File: config.mk
export PLATFORM = sky130hd
export DESIGN_NAME = ldm_stm_sequencer
export DESIGN_NICKNAME = d
export VERILOG_FILES = /design/src/rtl/ldm_stm_sequencer.sv
export SDC_FILE = /design/constraint.sdc
export NUM_CORES = 1
export LEC_CHECK = 0
export ABC_CLOCK_PERIOD_IN_PS = 13350
export BUFFER_PORTS_ARGS = -buffer_cell sky130_fd_sc_hd__buf_2
export CORE_ASPECT_RATIO = 1.2
export CORE_MARGIN = 1.5
export CORE_UTILIZATION = 35
export DETAILED_ROUTE_END_ITERATION = 12
export HOLD_SLACK_MARGIN = 0.06
export MAX_ROUTING_LAYER = met4
export PLACE_DENSITY = 0.58
export SLEW_MARGIN = 20
export SYNTH_ARGS = -nofsm -noshare
export SYNTH_HDL_FRONTEND = slang
export SYNTH_SLANG_ARGS = --single-unit
File: constraint.sdc
create_clock -name clk -period 13.35 [get_ports clk]
set_input_delay 0 -clock clk [delete_from_list [all_inputs] [get_ports clk]]
set_output_delay 0 -clock clk [all_outputs]
set_load 0.05 [all_outputs]
File: src/rtl/ldm_stm_sequencer.sv
// LDM/STM block-transfer sequencer: walks a 16-bit register list, one register per cycle.
// Optional base writeback cycle: define SEQ_WRITEBACK_EN.
module ldm_stm_sequencer #(
  parameter int ADDR_W     = 32,
  parameter int DATA_W     = 32,
  parameter int WORD_BYTES = 4
) (
  input  logic              clk,
  input  logic              rst_n,
  input  logic              start,
  input  logic              load,
  input  logic              up,
  input  logic [ADDR_W-1:0] base,
  input  logic [15:0]       reglist,
  input  logic [3:0]        rn,
  output logic [3:0]        rf_a1,
  input  logic [DATA_W-1:0] rf_rd1,
  output logic [3:0]        rf_a3,
  output logic [DATA_W-1:0] rf_wd3,
  output logic              rf_we,
  output logic [ADDR_W-1:0] mem_addr,
  output logic [DATA_W-1:0] mem_wd,
  output logic              mem_we,
  input  logic [DATA_W-1:0] mem_rd,
  output logic              busy,
  output logic              done,
  output logic [ADDR_W-1:0] wb_addr
);

  localparam logic [ADDR_W-1:0] STRIDE = ADDR_W'(WORD_BYTES);

  typedef enum logic [1:0] {
    IDLE,
    XFER,
    WB,
    DONE
  } state_t;

  state_t            state;
  logic              load_q;
  logic [15:0]       pending;
  logic [ADDR_W-1:0] addr_q;
  logic [ADDR_W-1:0] wb_q;
  logic              busy_q;
  logic              done_q;

  logic [4:0]        count;
  logic [ADDR_W-1:0] span;
  logic [ADDR_W-1:0] a0;
  logic [ADDR_W-1:0] wb_next;
  logic [3:0]        cur;
  logic [15:0]       rest;

`ifdef SEQ_WRITEBACK_EN
  logic [3:0]        rn_q;
  logic              skip_q;
`else
  logic              unused_rn;
  assign unused_rn = ^rn;
`endif

  always_comb begin
    count = '0;
    for (int i = 0; i < 16; i++) begin
      count = count + 5'(reglist[i]);
    end
  end

  assign span    = STRIDE * ADDR_W'(count);
  assign a0      = up ? base : base - span;
  assign wb_next = up ? base + span : base - span;

  // Lowest-numbered pending register goes first.
  always_comb begin
    cur = '0;
    for (int i = 15; i >= 0; i--) begin
      if (pending[i]) cur = 4'(i);
    end
  end

  assign rest = pending & (pending - 16'd1);

  always_ff @(posedge clk) begin
    if (!rst_n) begin
      state   <= IDLE;
      load_q  <= 1'b0;
      pending <= '0;
      addr_q  <= '0;
      wb_q    <= '0;
      busy_q  <= 1'b0;
      done_q  <= 1'b0;
`ifdef SEQ_WRITEBACK_EN
      rn_q    <= '0;
      skip_q  <= 1'b0;
`endif
    end else begin
      unique case (state)
        IDLE: begin
          busy_q <= 1'b0;
          done_q <= 1'b0;
          if (start) begin
            load_q  <= load;
            pending <= reglist;
            addr_q  <= a0;
            wb_q    <= wb_next;
            busy_q  <= 1'b1;
`ifdef SEQ_WRITEBACK_EN
            rn_q    <= rn;
            skip_q  <= load & reglist[rn];
`endif
            if (count != 5'd0) begin
              state <= XFER;
            end else begin
`ifdef SEQ_WRITEBACK_EN
              state  <= WB;
`else
              state  <= DONE;
              done_q <= 1'b1;
`endif
            end
          end
        end
        XFER: begin
          pending <= rest;
          addr_q  <= addr_q + STRIDE;
          if (rest == 16'd0) begin
`ifdef SEQ_WRITEBACK_EN
            if (skip_q) begin
              state  <= DONE;
              done_q <= 1'b1;
            end else begin
              state  <= WB;
            end
`else
            state  <= DONE;
            done_q <= 1'b1;
`endif
          end
        end
        WB: begin
          state  <= DONE;
          done_q <= 1'b1;
        end
        DONE: begin
          state  <= IDLE;
          busy_q <= 1'b0;
          done_q <= 1'b0;
        end
      endcase
    end
  end

  // Strobes drop while reset is held so an aborted transfer never commits.
  always_comb begin
    rf_a1    = '0;
    rf_a3    = '0;
    rf_wd3   = '0;
    rf_we    = 1'b0;
    mem_addr = '0;
    mem_wd   = '0;
    mem_we   = 1'b0;
    unique case (state)
      XFER: begin
        mem_addr = addr_q;
        if (load_q) begin
          rf_a3  = cur;
          rf_wd3 = mem_rd;
          rf_we  = rst_n;
        end else begin
          rf_a1  = cur;
          mem_wd = rf_rd1;
          mem_we = rst_n;
        end
      end
      WB: begin
`ifdef SEQ_WRITEBACK_EN
        rf_a3  = rn_q;
        rf_wd3 = DATA_W'(wb_q);
        rf_we  = rst_n;
`endif
      end
      default: begin
      end
    endcase
  end

  assign busy    = busy_q;
  assign done    = done_q;
  assign wb_addr = wb_q;

endmodule

==> results of run 1 <==
==> cell usage after synthesis (18+ instances only) <==
master,n,share of area [%]
a21oi_1,69,4.9
and2_1,66,5.8
and3_1,50,4.4
clkbuf_1,66,3.5
dfxtp_1,85,24
ha_1,22,3.9
inv_1,47,2.5
nand2_1,84,4.5
nand3_1,41,2.9
nand4_1,25,2.2
nor2_1,82,4.4
nor3_1,35,2.5
o21ai_0,48,3.4
xnor2_1,21,2.6
xor2_1,18,2.2
==> tightest hold or removal path: stages <==
cell	delay (ps)
buf_2	130
nand2_1	60
o21ai_0	70
a21oi_1	70
nor2_1	60
==> flip-flops by register name (all words and copies together) (netlist names) <==
signal and flops:
addr_q 32, wb_addr 32, pending 16, state 2
busy 1, done 1, load_q 1
==> stage by stage <==
step	instance area (µm²)	hold WS, ps	setup slack (ps)	utilization (%)	power (mW)
final	9010	68.4	7400	45.8	1.81
after floorplan	7070	136	8420	-	1.27
after CTS	9010	60.9	7470	45.8	1.81
after global placement	8440	256	7660	42.9	1.54
after detailed placement	8440	262	7690	42.9	1.55
after global routing	9010	93.4	7110	45.8	1.94
==> routing by layer <==
layer,wire length [µm],up-vias
met5,0,-
met4,285,0
met3,1120,16
met2,11700,245
met1,11300,3648
li1,-,3961
==> power by group through the flow <==
stage	clock (mW)	sequential (mW)	combinational [mW]
after floorplan	0	0.440	0.827
after global placement	0	0.386	1.16
after detailed placement	0	0.388	1.16
after CTS	0.251	0.382	1.18
after global routing	0.260	0.394	1.29
final	0.247	0.384	1.18
==> final cells by class <==
cell class                      instances  share of cell area, %
Clock buffer                           12                   2.85
Clock inverter                          4                  0.250
Inverter                               49                   2.04
Multi-Input combinational cell        769                   54.2
Sequential cell                        85                   18.9
Tap cell                              261                   3.62
Timing Repair Buffer                  294                   18.2
==> path summary, 6_finish.rpt <==
kind	startpoint	end	slack (ps)	cells past startpoint
worst max register to register	state[1]	addr_q[9]	10300	10
worst max-delay path	reglist[0]	addr_q[29]	7400	20
worst min register to register	addr_q[0]	addr_q[0]	450	2
worst min-delay path	base[5]	addr_q[5]	70	5
==> kinds of logic (layout without fill, tap and decap cells) <==
family          Yosys count  count (layout)  synth area share (%)
simple gates            449             449                  33.2
compound gates          238             238                  22.2
buf+inv                 125             359                  7.08
flops                    85              85                  24.1
xor+xnor                 39              39                  4.83
fa+ha+maj                37              37                  7.72
mux                       6               6                 0.867
==> flow_summary_export.csv, run 1 <==
group,metric,value,unit
synthesis,ys_warn_count,0,
sta,slew_headroom,32.5,%
sta,hold_viol,0,
setup_path,critical-path-top-delay-family,"adder cells",
finish,layout_commonest_cell,"buf_2",
power,p_comb_share,65.1,%
synthesis,synth_edf_count,0,
synthesis,netlist_area,7070,µm²
setup_path,critPathMaxFanout,10,
setup_path,slowest_stage,"nor4_1",
clock_network,hold_buffers,29,
routing,final_antenna_net_count,0,
synthesis,synth_fp_nets,1134,
clock_network,cts_num_sinks,85,
clock_network,cts_resized,0,
setup_path,start_kind,"input pin",
placement,hpwl,17800,µm
sta,rsz0062_at_grt,"no",
floorplan,rows,56,
clock_network,post_cts_buffers,0,
grt,grt_busiest_layer,"met2",
finish,layout-drive-gt1-share,24.5,%
sta,drv_slew,0,
setup_path,slowest_delay,780,ps
setup_path,path_buf_inv,5,
grt,use_met2,39.3,%
clock_network,clkSlewWorstSetupHoldPaths,60,ps
clock_network,clkLatencyLatePin,350,ps
setup_path,path_common_cell,"fa_1",
sta,setup_viol,0,
routing,wl_per_cell,16.6,µm
clock_network,cts-htree-levels,3,
grt,grt_pass1_vias,7259,
routing,vias,7870,
outcome,status,"complete, no violations",
synthesis,async_flop_share,0,%
floorplan,fp.dieH,159,µm
clock_network,cts-buffers-inserted,9,
finish,seqCellArea,1700,µm²
clock_network,tritoncts,"done",
flow_run,cap_violations,0,
clock_network,clockBufferDepth,2,
grt,met3_usage,2.90,%
setup_path,path_cells,"dlygate4sd3_1, buf_2, inv_1, fa_1, fa_1, fa_1, fa_1, inv_1, ha_1, a21o_1, a21oi_1, xor2_1, inv_1, ha_1, nand2b_1, a21oi_1, nor4_1, nand2b_1, mux2i_1, a31oi_1",
finish,antennaDiodeCount,0,
synthesis,ys_types,71,
power,vdd_ir_drop_max,111,µV
synthesis,syn_inst,979,
setup_path,required,13560,ps
clock_network,cts_root_buffer,"clkbuf_16",
routing,drcViolationCount,0,
floorplan,core,19700,µm²
grt,antenna_found_initial,0,
routing,viasPerCell,5.34,
worst_hold_path,hold_path.class,"input pin to register",
setup_path,end_kind,"register",
sta,fmax,0.168,GHz
synthesis,synth-seq-cells,85,
floorplan,die-width,133,µm
finish,multi_input_area,4880,µm²
sta,period_share,44.6,%
synthesis,synth.avg_cell_area,7.22,µm²
power,p_int,0.817,mW
sta,worstMarginPinSlew,1010,ps
floorplan,ios,261,
sta,min_period,5950,ps
power,total_leakage_power,4.17,nW
synthesis,synth_ff_type,"dfxtp_1",
grt,grt_usage,23.4,%
finish,final_cells,1474,
setup_path,crit_type,"input pin to register",
sta,final.setup.tns,0,ps
placement,port_buffers,256,
synthesis,seq_area_frac_synth,24.1,%
power,switching_power,0.991,mW
floorplan,dieArea,21100,µm²
power,power_density,201,nW/µm²
grt,gr-usage-met1,29.9,%
finish,area_growth,27.4,%
setup_path,cp_data_arrival_time,6150,ps
power,power_frac_seq,21.2,%
placement,gp_congestion,0.842,
routing,drtPass1Iterations,6,
grt,grt_max_degree,107,
finish,n_fill_cell,2071,
floorplan,start_util,35.9,%
grt,grt_pass1_wl,38300,µm
placement,place_inst,1429,
sta,skew,8.13,ps
power,p_sw_share,54.8,%
routing,drt_iter0_markers,390,
power,clkPwrFrac,13.6,%
finish,layout_common_cells,"256 x buf_2, 85 x dfxtp_1, 84 x nand2_1",
grt,overflow,0,
routing,finalWirelength,24400,µm
finish,nets,1363,
Note: power is estimated with default switching activity, not from simulation.
==> inputs of run 2 (changes only) <==
--- a/config.mk
+++ b/config.mk
@@ -5,7 +5,7 @@
 export SDC_FILE = /design/constraint.sdc
 export NUM_CORES = 1
 export LEC_CHECK = 0
-export ABC_CLOCK_PERIOD_IN_PS = 13350
+export ABC_CLOCK_PERIOD_IN_PS = 5800
 export BUFFER_PORTS_ARGS = -buffer_cell sky130_fd_sc_hd__buf_2
 export CORE_ASPECT_RATIO = 1.2
 export CORE_MARGIN = 1.5
==> constraint.sdc (replaced) <==
create_clock -name clk -period 5.8 [get_ports clk]
set_input_delay 0 -clock clk [delete_from_list [all_inputs] [get_ports clk]]
set_output_delay 0 -clock clk [all_outputs]
set_load 0.05 [all_outputs]
==> run 2 against run 1 <==
Global-route usage down 0.17 points. Critical endpoint is now wb_addr[30]. First-iteration DRC count up 15%. Non-clock buffer count up 4. Total power up 140%. Flip-flop and latch count unchanged. Count of clock-buffer cells in the layout unchanged. Combinational power up 130%. Die area unchanged.
==> flow_summary_export.csv, run 2 (synthesized netlist as in run 1, its figures left out) <==
group,metric,value,unit
finish,nets,1367,
clock_network,clkSlewWorstSetupHoldPaths,70,ps
sta,min_period,5540,ps
floorplan,start_util,35.9,%
setup_path,path_common_cell,"fa_1",
grt,overflow,0,
sta,period_share,95.5,%
routing,top_layer,"met4",
setup_path,path_cells,"dlygate4sd3_1, buf_2, inv_1, fa_1, fa_1, fa_1, fa_1, inv_1, ha_1, fa_1, inv_1, fa_1, nand2b_1, a221o_1, nand3_2, or4_1, o2111a_1, a221o_1",
routing,wl_met3,1170,µm
finish,antennaDiodeCount,0,
placement,placed_area,8470,µm²
grt,grt_usage,23.2,%
power,total_leakage_power,4.21,nW
sta,drv_slew,0,
placement,gp_congestion,0.841,
clock_network,tritoncts,"done",
sta,setup_viol,0,
sta,setup_slack,263,ps
sta,fmax,0.181,GHz
setup_path,required,6050,ps
setup_path,reg2reg_from,"state[1]",
sta,rsz0062_at_grt,"no",
routing,wl_met2,11900,µm
routing,vias,7977,
setup_path,critical-path-top-delay-family,"adder cells",
finish,final_cell_area,9100,µm²
floorplan,ios,261,
power,power_frac_seq,20.9,%
power,p_comb_share,64.7,%
floorplan,core,19700,µm²
clock_network,cts_num_sinks,85,
setup_path,start_kind,"input pin",
grt,antenna_found_initial,0,
sta,whs,77.6,ps
setup_path,slowest_delay,600,ps
power,p_sw_share,54.0,%
outcome,status,"complete, no violations",
floorplan,die-width,133,µm
routing,finalWirelength,24600,µm
setup_path,crit_start,"reglist[0]",
setup_path,end_kind,"register",
routing,drtPass1Iterations,5,
sta,skew,9.16,ps
setup_path,critPathMaxFanout,6,
clock_network,cts_root_buffer,"clkbuf_16",
placement,port_buffers,256,
flow_run,cap_violations,0,
routing,wl_per_cell,16.7,µm
grt,grt_pass1_vias,7243,
setup_path,cp_data_arrival_time,5780,ps
sta,final.setup.tns,0,ps
setup_path,crit_type,"input pin to register",
clock_network,cts-htree-levels,3,
sta,worstMarginPinSlew,1020,ps
grt,grt_max_degree,107,
clock_network,post_cts_buffers,0,
clock_network,clockBufferDepth,2,
power,power_density,467,nW/µm²
worst_hold_path,hold_path.class,"input pin to register",
finish,layout_common_cells,"256 x buf_2, 85 x dfxtp_1, 84 x nand2_1",
routing,final_antenna_net_count,0,
floorplan,dieArea,21100,µm²
power,switching_power,2.30,mW
placement,hpwl,17800,µm
sta,hold_viol,0,
routing,met1Wirelength,11200,µm
setup_path,path_buf_inv,5,
routing,drt_iter0_markers,447,
placement,post-place-ws,418,ps
routing,drcViolationCount,0,
clock_network,cts-buffers-inserted,9,
routing,viasPerCell,5.40,
clock_network,clkLatencyLatePin,360,ps
floorplan,rows,56,
finish,layout_commonest_cell,"buf_2",
grt,grt_pass1_wl,38100,µm
setup_path,slowest_stage,"fa_1",
power,vdd_ir_drop_max,245,µV
power,clkPwrFrac,14.4,%
worst_hold_path,min_from,"base[12]",
sta,slew_headroom,32.2,%
floorplan,fp.dieH,159,µm
power,p_int,1.96,mW
finish,layout-drive-gt1-share,25.2,%
finish,area_growth,28.7,%
## run 2: cell types whose count changed in the layout (fill, tap and decap cells not counted), sizes merged
cell	previous run	this run
buf	265	269
clkinv	5	2
bufinv	0	1
clkinvlp	1	2
## run 2: final timing paths
kind,slack (ps),end,cells past startpoint
setup / recovery,260,wb_addr[30],18
hold / removal,80,wb_addr[12],3
setup reg to reg,2900,addr_q[17],7
hold reg to reg,450,addr_q[0],2
## run 2: layer usage
| layer | vias up | track usage, % |
|---|---|---|
| met5 | - | - |
| met4 | 0 | 6.59 |
| met3 | 24 | 2.58 |
| met2 | 262 | 38.6 |
| met1 | 3712 | 29.9 |
| li1 | 3979 | - |
## run 2: power by group through the flow
stage / Clock, mW / Combinational [mW] / Sequential [mW]
floorplan: 0 / 1.90 / 1.01
global placement: 0 / 2.67 / 0.894
detailed placement: 0 / 2.68 / 0.893
CTS: 0.621 / 2.72 / 0.883
global route: 0.639 / 3.00 / 0.909
finish: 0.613 / 2.75 / 0.888
## run 2: worst min-delay path, cell delays in order
cell     delay (ps)
buf_2           170
xor2_1          100
o21ai_0         130
## run 2: stage by stage
step	util (%)	power [mW]	instances
6_report	46.2	4.25	1477
5_1_grt	46.2	4.55	1477
4_1_cts	46.0	4.22	1477
3_5_place_dp	43.0	3.58	1433
3_3_place_gp	43.0	3.57	1433
2_1_floorplan	-	2.92	979
## run 2: timing repair
item	CTS	global route
hold buffers	29	0
endpoints found under the hold margin	33	0
resized for setup	0	7
setup endpoints to repair	0	13
## run 2: layout make-up
cell class,count,area [µm²]
inverter,49,184
fill,2025,10600
clock buffer,12,256
multi-input combinational,769,4920
clock inverter,3,45.0
sequential,85,1700
timing repair buffer,298,1670
tap,261,327
==> inputs of run 3 (changes only) <==
--- a/config.mk
+++ b/config.mk
@@ -5,15 +5,17 @@
 export SDC_FILE = /design/constraint.sdc
 export NUM_CORES = 1
 export LEC_CHECK = 0
+export ABC_AREA = 1
 export ABC_CLOCK_PERIOD_IN_PS = 5800
 export BUFFER_PORTS_ARGS = -buffer_cell sky130_fd_sc_hd__buf_2
 export CORE_ASPECT_RATIO = 1.2
 export CORE_MARGIN = 1.5
 export CORE_UTILIZATION = 35
+export CTS_BUF_LIST = sky130_fd_sc_hd__clkbuf_4
 export DETAILED_ROUTE_END_ITERATION = 12
 export HOLD_SLACK_MARGIN = 0.06
 export MAX_ROUTING_LAYER = met4
-export PLACE_DENSITY = 0.58
+export PLACE_DENSITY = 0.56
 export SLEW_MARGIN = 20
 export SYNTH_ARGS = -nofsm -noshare
 export SYNTH_HDL_FRONTEND = slang
==> run 3 against run 2 <==
Combinational power increased by 5%. First-iteration DRC count is 76% higher. Clock power decreased by 41%. Clock skew is 3.4 ps higher. Non-clock buffer count increased by 22. Largest power group unchanged. Setup slack improved by 370 ps. Fmax increased by 7.2%.
==> flow_summary_export.csv, run 3 <==
group,metric,value,unit
synthesis,synth_ff_type,"dfxtp_1",
clock_network,cts-htree-levels,3,
setup_path,required,6240,ps
power,p_sw_share,60.5,%
routing,drt_iter0_markers,788,
sta,rsz0062_at_grt,"no",
setup_path,start_kind,"input pin",
sta,hold_viol,0,
synthesis,ys_types,48,
synthesis,synth_top_area_share,20.7,%
placement,gp_congestion,0.970,
setup_path,critPathMaxFanout,7,
grt,grt_max_degree,65,
floorplan,start_util,35.6,%
synthesis,synth_fp_nets,1604,
placement,port_buffers,256,
sta,final.setup.tns,0,ps
floorplan,core,23100,µm²
floorplan,fp.dieH,171,µm
power,p_comb_share,68.1,%
synthesis,ys_warn_count,0,
finish,layout_common_cells,"323 x nand2_1, 263 x inv_1, 256 x buf_2",
synthesis,synth_top_area_cell,"dfxtp_1",
routing,drtPass1Iterations,5,
routing,top_layer,"met4",
clock_network,clkLatencyLatePin,530,ps
clock_network,clockBufferDepth,2,
grt,grt_pass1_wl,50800,µm
power,power_frac_seq,23.5,%
placement,hpwl,26600,µm
floorplan,die-width,143,µm
power,clkPwrFrac,8.4,%
grt,grt_pass1_vias,9160,
outcome,status,"complete, no violations",
finish,layout_commonest_cell,"nand2_1",
routing,finalWirelength,34000,µm
sta,setup_viol,0,
synthesis,synth-seq-cells,85,
clock_network,cts-buffers-inserted,9,
floorplan,rows,61,
routing,viasPerCell,4.98,
worst_hold_path,hold_path.class,"input pin to register",
grt,overflow,0,
routing,drcViolationCount,0,
power,switching_power,2.57,mW
finish,nets,1874,
floorplan,dieArea,24400,µm²
clock_network,cts_resized,0,
routing,wl_met3,2780,µm
flow_run,cap_violations,0,
synthesis,seq_area_frac_synth,20.7,%
setup_path,crit_type,"input pin to register",
sta,period_share,89.1,%
synthesis,syn_inst,1449,
synthesis,netlist_top_cells_count,"324 x nand2_1, 264 x inv_1, 210 x nor2_1",
grt,grt_usage,28.3,%
sta,drv_slew,0,
sta,whs,143,ps
synthesis,synth.avg_cell_area,5.67,µm²
clock_network,cts_root_buffer,"clkbuf_4",
power,power_density,408,nW/µm²
synthesis,synth_edf_count,0,
routing,final_antenna_net_count,0,
sta,worstMarginPinSlew,881,ps
routing,wl_met2,16000,µm
sta,skew,12.5,ps
sta,min_period,5170,ps
power,vdd_ir_drop_max,293,µV
synthesis,synth_area_leaders,"dfxtp_1 21%, nand2_1 15%, inv_1 12%",
synthesis,async_flop_share,0,%
setup_path,cp_data_arrival_time,5600,ps
power,total_leakage_power,5.76,nW
clock_network,cts_num_sinks,85,
sta,slew_headroom,41.2,%
finish,area_growth,26.6,%
setup_path,end_kind,"register",
grt,antenna_found_initial,2,
finish,layout-drive-gt1-share,19.4,%
sta,fmax,0.194,GHz
clock_network,tritoncts,"done",
synthesis,yosysMostFrequentCell,"nand2_1",
power,p_int,1.68,mW
floorplan,ios,261,
synthesis,netlist_area,8220,µm²
routing,vias,10163,
routing,wl_per_cell,16.7,µm
finish,utilization,45.0,%
clock_network,clkSlewWorstSetupHoldPaths,150,ps
routing,met1Wirelength,14800,µm
-- run 3: cell types whose count changed in the layout (fill, tap and decap cells not counted), sizes merged, moves of 43 or more --
cell	before	now
and3	50	1
inv	47	276
nand3	41	123
and2	67	0
nor2	82	218
nand2	84	332
o21ai	49	92
-- run 3: area by class of cell --
cell class	count	area [µm²]
multi-input combinational	1030	5250
fill	2647	12700
timing repair buffer	320	1900
antenna	3	7.51
tap	315	394
clock inverter	7	66.3
sequential	85	1700
inverter	273	1020
clock buffer	9	67.6
-- run 3: cell families after synthesis --
kind of cell,Yosys count,share of synthesized area [%]
fa+ha+maj,34,6.27
flops,85,20.7
compound gates,219,15.4
buf+inv,334,15.6
simple gates,757,39.9
xor+xnor,20,2.13
-- run 3: timing repair --
| item | in CTS | in global routing |
|---|---|---|
| hold endpoints to repair | 75 | 0 |
| buffers inserted | 0 | 0 |
| hold buffers | 55 | 0 |
-- run 3: stage by stage --
step	setup WS, ps	power [mW]	cells	area (µm²)
global placement	856	3.84	1968	9710
CTS	672	4.26	2039	10400
floorplan	1500	3.10	1449	8220
global route	212	4.63	2041	10400
finish	633	4.25	2042	10400
detailed placement	847	3.86	1968	9710
-- run 3: worst paths after layout --
kind	cells past startpoint	end	from	slack, ps
setup reg to reg	8	wb_addr[24]	state[0]	2950
hold reg to reg	2	addr_q[0]	addr_q[0]	480
hold / removal	4	wb_addr[3]	up	140
setup / recovery	27	wb_addr[31]	reglist[5]	630
-- run 3: critical path, cell delays in order --
cell	delay, ps
dlygate4sd3_1	530
buf_2	100
inv_1	60
fa_1	560
fa_1	450
fa_1	480
fa_1	490
inv_1	50
ha_1	200
fa_1	380
nand2_1	100
inv_1	40
nor2_1	170
ha_1	280
inv_2	80
nand2_1	90
nand3_2	90
nand2_1	110
nand2_1	160
nor2_1	130
nand3_1	90
xor2_1	150
dlygate4sd3_1	550
nand2_1	60
nand3_1	70
nand2_1	90
inv_1	40
-- run 3: layer usage --
metal	vias up	GRT usage [%]
met5	-	-
met4	0	6.86
met3	38	6.66
met2	394	45.9
met1	4609	35.4
li1	5122	-
-- run 3: power by group through the flow --
stage                     combinational (mW)  clock, mW  sequential [mW]
after floorplan                         1.96          0             1.14
after global placement                  2.84          0             1.01
after detailed placement                2.85          0             1.01
after CTS                               2.90      0.373            0.993
after global routing                    3.21      0.393             1.03
final                                   2.89      0.359            0.998
